===== src/rtl/bus_ready_controller_if.sv =====
// rtl/bus_ready_controller_if.sv - CPU/DMA bus command and ready signals for bus_ready_controller
interface bus_ready_controller_if;
  logic cpu_clock;
  logic address_enable_n;
  logic io_read_n;
  logic io_write_n;
  logic memory_read_n;
  logic memory_write_n;
  logic dma_wait_n;
  logic io_channel_ready;
  logic processor_ready;
  logic dma_ready;

  modport slave (
    input  cpu_clock,
    input  address_enable_n,
    input  io_read_n,
    input  io_write_n,
    input  memory_read_n,
    input  memory_write_n,
    input  dma_wait_n,
    input  io_channel_ready,
    output processor_ready,
    output dma_ready
  );

  modport master (
    output cpu_clock,
    output address_enable_n,
    output io_read_n,
    output io_write_n,
    output memory_read_n,
    output memory_write_n,
    output dma_wait_n,
    output io_channel_ready,
    input  processor_ready,
    input  dma_ready
  );
endinterface


===== src/rtl/bus_ready_controller.sv =====
// rtl/bus_ready_controller.sv - wait-state generator driving processor_ready and dma_ready
// Optional macro BUS_READY_MEM_WAIT_EN: memory commands also insert MEM_WAIT_STATES wait states.
module bus_ready_controller #(
  parameter int IO_WAIT_STATES  = 1,
  parameter int MEM_WAIT_STATES = 0
) (
  input  logic                 clock,
  input  logic                 reset,
  bus_ready_controller_if.slave bus
);

  typedef enum logic [1:0] {
    IDLE     = 2'd0,
    WAIT     = 2'd1,
    EXT_WAIT = 2'd2,
    DONE     = 2'd3
  } state_t;

  localparam logic [2:0] IO_COUNT = 3'(IO_WAIT_STATES);

  state_t     state;
  logic [2:0] counter;
  logic       cpu_clock_prev;
  logic       ready_meta;
  logic       ready_sync;
  logic       cpu_posedge;
  logic       cpu_negedge;
  logic       io_cmd;
  logic       mem_cmd;
  logic       cycle_request;
  logic       all_commands_idle;
  logic [2:0] load_count;

  assign cpu_posedge = ~cpu_clock_prev & bus.cpu_clock;
  assign cpu_negedge = cpu_clock_prev & ~bus.cpu_clock;

  assign io_cmd            = ~bus.io_read_n | ~bus.io_write_n;
  assign all_commands_idle = bus.io_read_n & bus.io_write_n &
                             bus.memory_read_n & bus.memory_write_n;

`ifdef BUS_READY_MEM_WAIT_EN
  localparam logic [2:0] MEM_COUNT = 3'(MEM_WAIT_STATES);
  assign mem_cmd = ~bus.memory_read_n | ~bus.memory_write_n;
`else
  // Memory cycles run at full speed; the memory wait count has no effect in this build.
  localparam logic [2:0] MEM_COUNT = 3'd0;
  localparam int unused_mem_wait_states = MEM_WAIT_STATES;
  assign mem_cmd = 1'b0;
`endif

  // I/O takes priority when an I/O and a memory command overlap.
  assign cycle_request = io_cmd | mem_cmd;
  assign load_count    = io_cmd ? IO_COUNT : MEM_COUNT;

  // dma_ready is loaded from the first synchroniser stage so it tracks ready_sync
  // cycle for cycle, giving the slot-ready path two clocks of latency.
  always_ff @(posedge clock) begin
    if (reset) begin
      cpu_clock_prev <= 1'b0;
      ready_meta     <= 1'b1;
      ready_sync     <= 1'b1;
      bus.dma_ready  <= 1'b1;
    end else begin
      cpu_clock_prev <= bus.cpu_clock;
      ready_meta     <= bus.io_channel_ready;
      ready_sync     <= ready_meta;
      bus.dma_ready  <= bus.address_enable_n ? ready_meta : 1'b1;
    end
  end

  always_ff @(posedge clock) begin
    if (reset) begin
      state               <= IDLE;
      counter             <= 3'd0;
      bus.processor_ready <= 1'b1;
    end else begin
      if (cpu_negedge) begin
        bus.processor_ready <= (state != WAIT) && (state != EXT_WAIT) && bus.dma_wait_n;
      end
      if (cpu_posedge) begin
        if (bus.address_enable_n) begin
          // DMA has taken the bus: abandon any CPU cycle in progress.
          state   <= IDLE;
          counter <= 3'd0;
        end else begin
          case (state)
            IDLE: begin
              if (cycle_request) begin
                if (load_count != 3'd0) begin
                  state   <= WAIT;
                  counter <= load_count;
                end else begin
                  state <= ready_sync ? DONE : EXT_WAIT;
                end
              end
            end
            WAIT: begin
              counter <= counter - 3'd1;
              if (counter == 3'd1) begin
                state <= ready_sync ? DONE : EXT_WAIT;
              end
            end
            EXT_WAIT: begin
              if (ready_sync) begin
                state <= DONE;
              end
            end
            DONE: begin
              if (all_commands_idle) begin
                state <= IDLE;
              end
            end
            default: state <= IDLE;
          endcase
        end
      end
    end
  end

endmodule


===== src/flat_wrapper.sv =====
// flat-port wrapper written by rule: the top's interface ports become plain ports
module bus_ready_controller_flat 
#(
  parameter int IO_WAIT_STATES  = 1,
  parameter int MEM_WAIT_STATES = 0
)
  (clock, reset, bus_cpu_clock, bus_address_enable_n, bus_io_read_n, bus_io_write_n, bus_memory_read_n, bus_memory_write_n, bus_dma_wait_n, bus_io_channel_ready, bus_processor_ready, bus_dma_ready);
  bus_ready_controller_if bus_i ();
  input  logic clock;
  input  logic reset;
  input wire logic [$bits(bus_i.cpu_clock)-1:0] bus_cpu_clock;
  input wire logic [$bits(bus_i.address_enable_n)-1:0] bus_address_enable_n;
  input wire logic [$bits(bus_i.io_read_n)-1:0] bus_io_read_n;
  input wire logic [$bits(bus_i.io_write_n)-1:0] bus_io_write_n;
  input wire logic [$bits(bus_i.memory_read_n)-1:0] bus_memory_read_n;
  input wire logic [$bits(bus_i.memory_write_n)-1:0] bus_memory_write_n;
  input wire logic [$bits(bus_i.dma_wait_n)-1:0] bus_dma_wait_n;
  input wire logic [$bits(bus_i.io_channel_ready)-1:0] bus_io_channel_ready;
  output wire logic [$bits(bus_i.processor_ready)-1:0] bus_processor_ready;
  output wire logic [$bits(bus_i.dma_ready)-1:0] bus_dma_ready;
  assign bus_i.cpu_clock = bus_cpu_clock;
  assign bus_i.address_enable_n = bus_address_enable_n;
  assign bus_i.io_read_n = bus_io_read_n;
  assign bus_i.io_write_n = bus_io_write_n;
  assign bus_i.memory_read_n = bus_memory_read_n;
  assign bus_i.memory_write_n = bus_memory_write_n;
  assign bus_i.dma_wait_n = bus_dma_wait_n;
  assign bus_i.io_channel_ready = bus_io_channel_ready;
  assign bus_processor_ready = bus_i.processor_ready;
  assign bus_dma_ready = bus_i.dma_ready;
  bus_ready_controller #(.IO_WAIT_STATES(IO_WAIT_STATES), .MEM_WAIT_STATES(MEM_WAIT_STATES)) u_core (.clock(clock), .reset(reset), .bus(bus_i));
endmodule

===== config.mk =====
export PLATFORM = sky130hd
export DESIGN_NAME = bus_ready_controller_flat
export DESIGN_NICKNAME = d
export VERILOG_FILES = /design/src/rtl/bus_ready_controller_if.sv /design/src/rtl/bus_ready_controller.sv /design/src/flat_wrapper.sv
export SDC_FILE = /design/constraint.sdc
export NUM_CORES = 1
export LEC_CHECK = 0
export ABC_AREA = 1
export BUFFER_PORTS_ARGS = -buffer_cell sky130_fd_sc_hd__buf_2
export CORE_AREA = 4 4 41 43
export CTS_BUF_LIST = sky130_fd_sc_hd__clkbuf_8
export DETAILED_ROUTE_END_ITERATION = 12
export DIE_AREA = 0 0 45 47
export PLACE_DENSITY = 0.8
export SLEW_MARGIN = 10
export SYNTH_ARGS = -nofsm -noshare
export SYNTH_HDL_FRONTEND = slang
export SYNTH_SLANG_ARGS = --single-unit

===== constraint.sdc =====
create_clock -name clock -period 1.4 [get_ports clock]
set_input_delay 0.07 -clock clock [delete_from_list [all_inputs] [get_ports clock]]
set_output_delay 0.07 -clock clock [all_outputs]
set_load 0.02 [all_outputs]

# Yosys cells after proc, flatten, opt, wreduce, memory -nomap -nowiden
# Cells that the tools add are included.
# W data, S select, Z words.
# word_totals
register_bits	10
latchBits	0
ramBits	0
mem_bits_ro	0
in_bits	10
output_inout_bits	2
word_cells	51
memories	0
# op_classes
add_sub_neg	1
mul	0
n_div	0
magnitude_cmp	0
eq_ne	11
shift	0
muxes	13
bitwise	11
n_reduce_logical	8
# ops
cell	count
$ne A3 B2 Y1 const B	5
$mux W2	6
$mux W3	3
$pmux W2 S4	1
$pmux W3 S2	1
$reduce_bool A3 Y1	2
$and A1 B1 Y1	5
$not A1 Y1	5
$reduce_and A5 Y1	1
$eq A2 B2 Y1 const B	2
$reduce_and A4 Y1	1
$eq A3 B1 Y1 const B	1
$sub A3 B1 Y3 const B	1
$eq A2 B1 Y1 const B	1
$logic_and A1 B1 Y1	2
$logic_not A2 Y1	1
$mux W1	2
$ne A2 B1 Y1 const B	1
$ne A2 B2 Y1 const B	1
$reduce_or A2 Y1	1
$or A1 B1 Y1	1

# Longest topological paths before layout
# Gate-level depths: netlist (run 1).
# depth
word_depth	8
ltp_mapped	10
mapped_depth_nobuf	10

# Worst setup path after synthesis (run 1)
# Ideal clock, no wire load.
# synth_path
path_kind	reg-to-reg
startpoint	register u_core.state[1]
endpoint	register u_core.state[1]
arrival_time_ps	1140
required_ps	1287
path_slack_ps	147
path_stages_with_launch	11
cell_sequence	dfxtp_1 > inv_1 > ha_1 > inv_1 > nor2_1 > nand2_1 > inv_1 > nor2_1 > nand3_1 > nand2_1 > nor2_1
# synth_between
elab_chain_len	3
elab_cells_between_ends	11
cone_classes	7 x eq/ne; 2 x mux; 2 x reduce/logical
# synth_rtl
element	line	text
from (decl)	bus_ready_controller.sv:21	state_t state;
from (signal assigned)	bus_ready_controller.sv:93	state <= ready_sync ? DONE : EXT_WAIT;
from (signal assigned)	bus_ready_controller.sv:100	state <= ready_sync ? DONE : EXT_WAIT;
$eq A2 B2 Y1, or another cell as far along	bus_ready_controller.sv:86	case (state)
$ne A3 B2 Y1 (no source line) or $pmux W2 S4 (tied branches)	--	
$reduce_and A5 Y1 (no source line) or $mux W2 (tied branches)	--	
# Several ways; a longest one is shown, not always the timed one.
# A chain may end at the register's enable or synchronous reset.

# Worst setup path after layout (run 1)
# layout_path
startpoint	register u_core.state[1]
endpoint	register u_core.state[0]
# Same word-level chain as after synthesis.

==> flow_summary.ini, run 1 <==
[pwr]
power_uw = 838
leakage_nw = 0.392
power.density_nw_per_um2 = 1070
vdd_drop_max_v = 0.000810

[grt]
gr-usage-all-layers = 0.139
grt_max_degree = 7
grt-ovfl-total = 0
grt_pass1_wl_mm = 2.13
grt_antenna_before_repair = 0
grt_pass1_vias = 545

[die]
die_x_um = 45
io_pins = 12
core-area_um2 = 1300
die_area_um2 = 2120
start_util = 0.488
die_h_um = 47
std_cell_rows = 13

[layout]
multi_input_area_um2 = 382
layout.nets = 122
antenna_cells = 0
final_util = 0.602
final_common_cell = nand2_1
layout_common_cells = nand2_1, inv_1, nor2_1, buf_2, dfxtp_1
drive_gt1_frac = 0.269
seq_area_um2 = 201
nFillCells = 115
fin_area_um2 = 783
syn2layout_area_growth_pct = 23.2
stdcell_count = 119

[drt]
wire_per_inst_um = 10.2
top_layer = met4
wl_mm = 1.21
first_iter_violations = 5
drt-vias-per-instance = 4.78
ant_nets = 0
met2WireLength_um = 575
first_pass_iters = 4
vias = 569
wl_met3_um = 79
wl_met1_um = 547
drc = 0

[timing]
worstMarginPinSlew_ns = 0.164
hold_violations = 0
max_clock_freq_mhz = 779
finalMaxSlewViolations = 0
min_period_ns = 1.28
setup-tns-final_ns = 0
holdWs_ns = 0.0218
fin_crit_sh = 0.917
timing.final.ws_setup_ns = 0.116
finalSetupViolations = 0
max_slew_margin = 0.890
rsz0062_at_grt = no
skew_ns = 0.00570

[yosys]
synth_largest_area_cell = dfxtp_1
yosysWarnings = 0
synth.distinct_cells = 20
netlist_instances = 87
ys_top_cells_by_area = dfxtp_1, ha_1, nand2_1
ys_seq_area_frac = 0.315
ys_seq_elements = 10
avgSynthCellArea_um2 = 7.31
synth_area_um2 = 636
synth_top_area_frac = 0.315
synth_fp_nets = 104

[worst_hold_path]
hold-path-cell-count = 2
hold_class = in2reg

[placed_design]
io_buffers = 11
dpl_worst_slack_ns = 0.0910
dp_hpwl_mm = 1.01
place.gp.congestion = 0.787
place_area_um2 = 724
dp_cells = 115

[worst_setup_path]
critical_path_class = reg2reg
crit_path_end_kind = flip-flop
cp-start-kind = flip-flop
reg2reg_depth = 10
worstPathArrival_ns = 1.40
cp.required_ns = 1.52
worst-path-max-fanout = 3

[clocking]
numClockSinks = 10
cts_buffers = 3
cts_root_buffer = clkbuf_8
clk_latency_ns = 0.23
h-tree-depth = 1
hold_buffers = 0
clockBufferDepth = 2
clkSlewWorstSetupHoldPaths_ns = 0.05
cts_tree = yes

[job]
cap_violations = 0

[status]
status = completed
[flip-flops by register name, summed over array words and instances (netlist names)]
register / cells
u_core.counter: 3
u_core.state: 2
u_core.bus.dma_ready: 1
u_core.bus.processor_ready: 1
u_core.cpu_clock_prev: 1
u_core.ready_meta: 1
u_core.ready_sync: 1
[layout make-up]
cell class / count / share of cell area
multi-input cells: 62 / 0.487
inverters: 15 / 0.0719
repair buffers: 13 / 0.0895
clock buffers: 4 / 0.0703
flip-flops and latches: 10 / 0.257
well taps: 15 / 0.0240
[synth_stat cells (all sizes together)]
| master | number |
|---|---|
| a21oi | 4 |
| dfxtp | 10 |
| ha | 7 |
| inv | 15 |
| nand2 | 18 |
| nand3 | 8 |
| nand4 | 2 |
| nor2 | 15 |
| nor3 | 1 |
| o211ai | 1 |
| o21ai | 3 |
| o31ai | 1 |
| or2 | 2 |
[critical path, stage by stage (launching register included)]
cell	delay, ns
dfxtp_1	0.32
inv_1	0.07
ha_1	0.21
inv_1	0.08
nor2_1	0.05
nand2_1	0.09
inv_1	0.06
nor2_2	0.11
nand3_1	0.08
nand2_1	0.06
nor2_1	0.04
[final timing paths]
path,slack [ns],to,start
max,0.12,u_core.state[0],u_core.state[1]
min,0.02,u_core.ready_meta,bus_io_channel_ready
max reg2reg,0.12,u_core.state[0],u_core.state[1]
min reg2reg,0.42,u_core.ready_sync,u_core.ready_meta
[timing repair]
item                                    CTS  global route
endpoints found under the setup margin    0             2
setup buffers                             0             0
gates resized for setup                   0             2
[metal layers]
metal | global-route usage | up-vias
met5 | 0 | -
li1 | - | 311
met4 | 0.0526 | 0
met1 | 0.167 | 238
met3 | 0.0230 | 2
met2 | 0.246 | 18
[kinds of logic after synthesis]
logic type,Yosys count,share of synthesized area
flops,10,0.315
compound gates,9,0.0787
fa+ha+maj,7,0.138
simple gates,46,0.380
buf+inv,15,0.0886
[report_power, final]
part | internal, mW | switching, mW | total, mW
clock network | 0.246 | 0.102 | 0.349
logic | 0.0727 | 0.102 | 0.174
registers | 0.304 | 0.0110 | 0.315
total | 0.623 | 0.215 | 0.838
No activity file was read; power rests on OpenSTA's default activity.
==> run 2, diff against run 1 <==
ABC_AREA = not set   (was 1)
PLACE_DENSITY = 0.77   (was 0.8)
==> flow_summary.ini, run 2 <==
[layout]
drive_gt1_frac = 0.429
layout_common_cells = buf_2, dfxtp_1, buf_4
syn2layout_area_growth_pct = 34.3
final_common_cell = buf_2
layout.nets = 102
fin_area_um2 = 798
largest_reg_flops = 3
antenna_cells = 0
largestRegisters = u_core.counter: 3 flops, u_core.state: 2 flops
nFillCells = 109
top_register = u_core.counter

[worst_setup_path]
worst-path-max-fanout = 3
crit_path_end_kind = flip-flop
cp.required_ns = 1.53
worstPathArrival_ns = 1.62
cp-start-kind = flip-flop
critical_path_class = reg2reg

[drt]
vias = 516
wl_mm = 1.38
ant_nets = 0
wire_per_inst_um = 14.0
first_iter_violations = 24
first_pass_iters = 4
drt-vias-per-instance = 5.21
drc = 0

[placed_design]
dp_hpwl_mm = 1.02
place_area_um2 = 722
io_buffers = 11
place.gp.congestion = 0.913

[clocking]
cts_tree = yes
clk_latency_ns = 0.24
post-cts-setup-buffer-count = 0
h-tree-depth = 1
clkSlewWorstSetupHoldPaths_ns = 0.05
cts_root_buffer = clkbuf_8
cts_buffers = 3
clockBufferDepth = 2
numClockSinks = 10

[die]
start_util = 0.457
std_cell_rows = 13
die_h_um = 47
io_pins = 12
die_x_um = 45
core-area_um2 = 1300
die_area_um2 = 2120

[yosys]
synth.distinct_cells = 22
ys_top_cells_by_area = dfxtp_1, ha_1, nand2b_1
synth_top_area_frac = 0.337
synth_fp_nets = 80
yosysWarnings = 0
netlist_instances = 63
synth_area_um2 = 594
avgSynthCellArea_um2 = 9.43
synth_largest_area_cell = dfxtp_1
ys_seq_area_frac = 0.337
ys_async_sr_fraction = 0
synth_common_cells = dfxtp_1, ha_1
synth_edf_count = 0
synth_flop_cell = dfxtp_1
ys_seq_elements = 10
yosysMostFrequentCell = dfxtp_1

[pwr]
p_comb_frac = 0.171
power_uw = 809
clkPwrFrac = 0.453
pwr-share-seq = 0.376
leakage_nw = 0.333
net-switching-power_uw = 196
power.internal_uw = 613
swShare = 0.243
vdd_drop_max_v = 0.000733
power.density_nw_per_um2 = 1010

[job]
cap_violations = 0

[timing]
skew_ns = 0.00449
fin_crit_sh = 1.06
rsz0062_at_grt = yes
finalSetupViolations = 2
max_slew_margin = 0.804
min_period_ns = 1.49
finalMaxSlewViolations = 0
hold_violations = 0
timing.final.ws_setup_ns = -0.0884
max_clock_freq_mhz = 672
worstMarginPinSlew_ns = 0.294

[status]
status = finished, violations left
violations = setup timing

[grt]
grt_max_degree = 13
grt_antenna_before_repair = 0
grt_pass1_wl_mm = 2.26
gr-usage-all-layers = 0.156
grt-ovfl-total = 0
grt_pass1_vias = 510

[worst_hold_path]
hold_class = in2reg
==> run 2: cell types whose count changed after synthesis, sizes merged, moves of 3 or more <==
cell and change:
inv -10, mux2i +3, nand2 -18, nand2b +5, nand3 -8, nor2 -10, nor2b +5
==> run 2: critical path: stages (launching register included) <==
cell      delay [ns]
dfxtp_2         0.34
inv_4           0.05
ha_4            0.15
and4b_4         0.19
a311oi_2        0.22
o21ai_2         0.12
mux2_4          0.30
==> run 2: per-stage QoR <==
| step | std cells | setup TNS, ns | hold slack (ns) | setup slack, ns | util |
|---|---|---|---|---|---|
| floorplan | 63 | -0.0752 | 0.174 | -0.0752 | - |
| global placement | 95 | -0.123 | 0.254 | -0.0414 | 0.555 |
| detailed placement | 95 | -0.313 | 0.260 | -0.118 | 0.555 |
| CTS | 99 | -0.136 | 0.0152 | -0.0847 | 0.610 |
| global route | 99 | -0.383 | 0.0141 | -0.148 | 0.613 |
| finish | 99 | -0.145 | 0.0142 | -0.0884 | 0.613 |
==> run 2: area by class of cell <==
| class | instances | area, um2 | share of cell area |
|---|---|---|---|
| Inverter | 5 | 21.3 | 0.0266 |
| Tap cell | 15 | 18.8 | 0.0235 |
| Multi-Input combinational cell | 47 | 390 | 0.489 |
| Timing Repair Buffer | 18 | 108 | 0.135 |
| Clock buffer | 4 | 55.1 | 0.0690 |
| Sequential cell | 10 | 205 | 0.257 |
==> run 2: final timing paths <==
| kind | start | to | slack, ns | cells past startpoint |
|---|---|---|---|---|
| max | u_core.state[0] | u_core.state[1] | -0.09 | 6 |
| min reg2reg | u_core.ready_meta | u_core.ready_sync | 0.42 | 1 |
| max reg2reg | u_core.state[0] | u_core.state[1] | -0.09 | 6 |
| min | bus_io_channel_ready | u_core.ready_meta | 0.01 | 2 |
==> run 2: kinds of logic (layout without fill, tap and decap cells) <==
logic type      after synthesis  in the layout  synth area share
buf+inv                       6             27            0.0379
simple gates                 25             25             0.251
flops                        10             10             0.337
compound gates               11             11             0.152
fa+ha+maj                     7              7             0.147
mux                           4              4            0.0758
==> run 2: repair_timing <==
item,4_1_cts,5_1_grt
resized for setup,3,3
setup endpoints to repair,5,5
hold buffers,0,0
pin swaps,1,0
==> run 2: power by group through the flow <==
stage,clock [mW],combinational (mW),sequential [mW]
finish,0.366,0.138,0.304
detailed placement,0,0.127,0.309
global route,0.385,0.152,0.306
CTS,0.368,0.136,0.304
floorplan,0,0.0733,0.312
global placement,0,0.124,0.309
==> run 2: per-layer routing <==
metal,share of wire,vias to the layer above,global-route usage
met1,0.42,230,0.170
met2,0.51,17,0.280
met4,0.022,0,0.0702
met3,0.046,5,0.0460
met5,0,-,0
li1,-,264,-
==> run 3, diff against run 2 <==
CELL_PAD_IN_SITES_DETAIL_PLACEMENT = 1   (was not set)
CELL_PAD_IN_SITES_GLOBAL_PLACEMENT = 2   (was not set)
CORE_AREA = not set   (was 4 4 41 43)
CORE_MARGIN = 4   (was not set)
CORE_UTILIZATION = 33   (was not set)
DIE_AREA = not set   (was 0 0 45 47)
PLACE_DENSITY = 0.88   (was 0.77)
==> flow_summary.ini, run 3 (same netlist as run 2, synthesis figures left out) <==
[grt]
grt_pass1_wl_mm = 2.39
met1_usage = 0.149
gr-usage-met3 = 0.0415
grt_pass1_vias = 569
gr-usage-all-layers = 0.128
top_usage_layer = met2
grt_max_degree = 13
grt-ovfl-total = 0
grt_antenna_before_repair = 0
met2_usage = 0.202

[layout]
top_register = u_core.counter
layout.nets = 103
fin_area_um2 = 825
largestRegisters = u_core.counter: 3 flops, u_core.state: 2 flops
largest_reg_flops = 3
layout_common_cells = buf_2, buf_4, dfxtp_1
antenna_cells = 0
syn2layout_area_growth_pct = 38.7
final_common_cell = buf_2
drive_gt1_frac = 0.459

[worst_setup_path]
slowest_delay_ns = 0.36
worst-path-max-fanout = 3
cp.required_ns = 1.52
crit_path_end_kind = flip-flop
cp_cell_sequence = inv_4, ha_4, and4b_4, a311oi_2, o21ai_2, mux2_4
crit_slowest_cell = dfxtp_4
critical_path_class = reg2reg
cp-start-kind = flip-flop
cp_top_family = flip-flops
path_buf_inv = 1
worstPathArrival_ns = 1.56

[timing]
worstMarginPinSlew_ns = 0.298
finalSetupViolations = 1
rsz0062_at_grt = yes
timing.final.ws_setup_ns = -0.0390
fin_crit_sh = 1.03
skew_ns = 0.00124
setup-tns-final_ns = -0.0390
max_slew_margin = 0.801
min_period_ns = 1.44
max_clock_freq_mhz = 695
hold_violations = 0
finalMaxSlewViolations = 0

[job]
cap_violations = 0

[placed_design]
place.gp.congestion = 0.856
place_area_um2 = 742
io_buffers = 11
dp_hpwl_mm = 1.01

[status]
violations = setup timing
status = finished, violations left

[die]
io_pins = 12
die_x_um = 50.4
std_cell_rows = 15
start_util = 0.348
die_area_um2 = 2540
die_h_um = 50.4
core-area_um2 = 1710

[pwr]
power_uw = 805
leakage_nw = 0.337
vdd_drop_max_v = 0.000479
power.density_nw_per_um2 = 977

[drt]
vias = 503
drt-vias-per-instance = 4.57
first_iter_violations = 1
first_pass_iters = 3
drc = 0
wire_per_inst_um = 11.9
wl_mm = 1.31
ant_nets = 0

[clocking]
numClockSinks = 10
clk_latency_ns = 0.24
h-tree-depth = 1
cts_buffers = 3
clkSlewWorstSetupHoldPaths_ns = 0.05
cts_root_buffer = clkbuf_8
cts_tree = yes
clockBufferDepth = 2

[worst_hold_path]
hold_class = in2reg
[run 3: through the flow]
step / util / cells / hold WS, ns / setup slack, ns
6_report: 0.483 / 110 / 0.0141 / -0.0390
5_1_grt: 0.483 / 110 / 0.0158 / -0.109
3_3_place_gp: 0.434 / 106 / 0.253 / -0.0540
3_5_place_dp: 0.434 / 106 / 0.257 / -0.0873
2_1_floorplan: - / 63 / 0.174 / -0.0752
4_1_cts: 0.468 / 110 / 0.00424 / -0.0675
[run 3: layout make-up]
type / instances / area, um2
tap: 25 / 31.3
fill: 205 / 883
timing repair buffer: 19 / 115
sequential: 10 / 205
multi-input combinational: 47 / 397
clock buffer: 4 / 55.1
inverter: 5 / 21.3
[run 3: path summary, 6_finish.rpt]
| check | slack (ns) | from | depth (start not counted) | end |
|---|---|---|---|---|
| worst max-delay path | -0.04 | u_core.state[1] | 6 | u_core.state[1] |
| worst min-delay path | 0.01 | bus_io_channel_ready | 2 | u_core.ready_meta |
| worst max register to register | -0.04 | u_core.state[1] | 6 | u_core.state[1] |
| worst min register to register | 0.42 | u_core.ready_meta | 1 | u_core.ready_sync |
[run 3: power breakdown]
part	internal (mW)	switching, mW
logic	0.0699	0.0683
registers	0.297	0.00669
clock network	0.247	0.116
[run 3: timing repair]
item | CTS | global route
hold buffers | 0 | 0
setup buffers | 0 | 0
setup endpoints to repair | 5 | 5
resized for setup | 2 | 6
pin swaps | 2 | 0
gates cloned | 0 | 0
[run 3: per-layer routing]
metal  routed length [um]  vias to the layer above
li1                     -                      262
met5                    0                        -
met2                  580                       12
met1                  616                      225
met4                   26                        0
met3                   83                        4
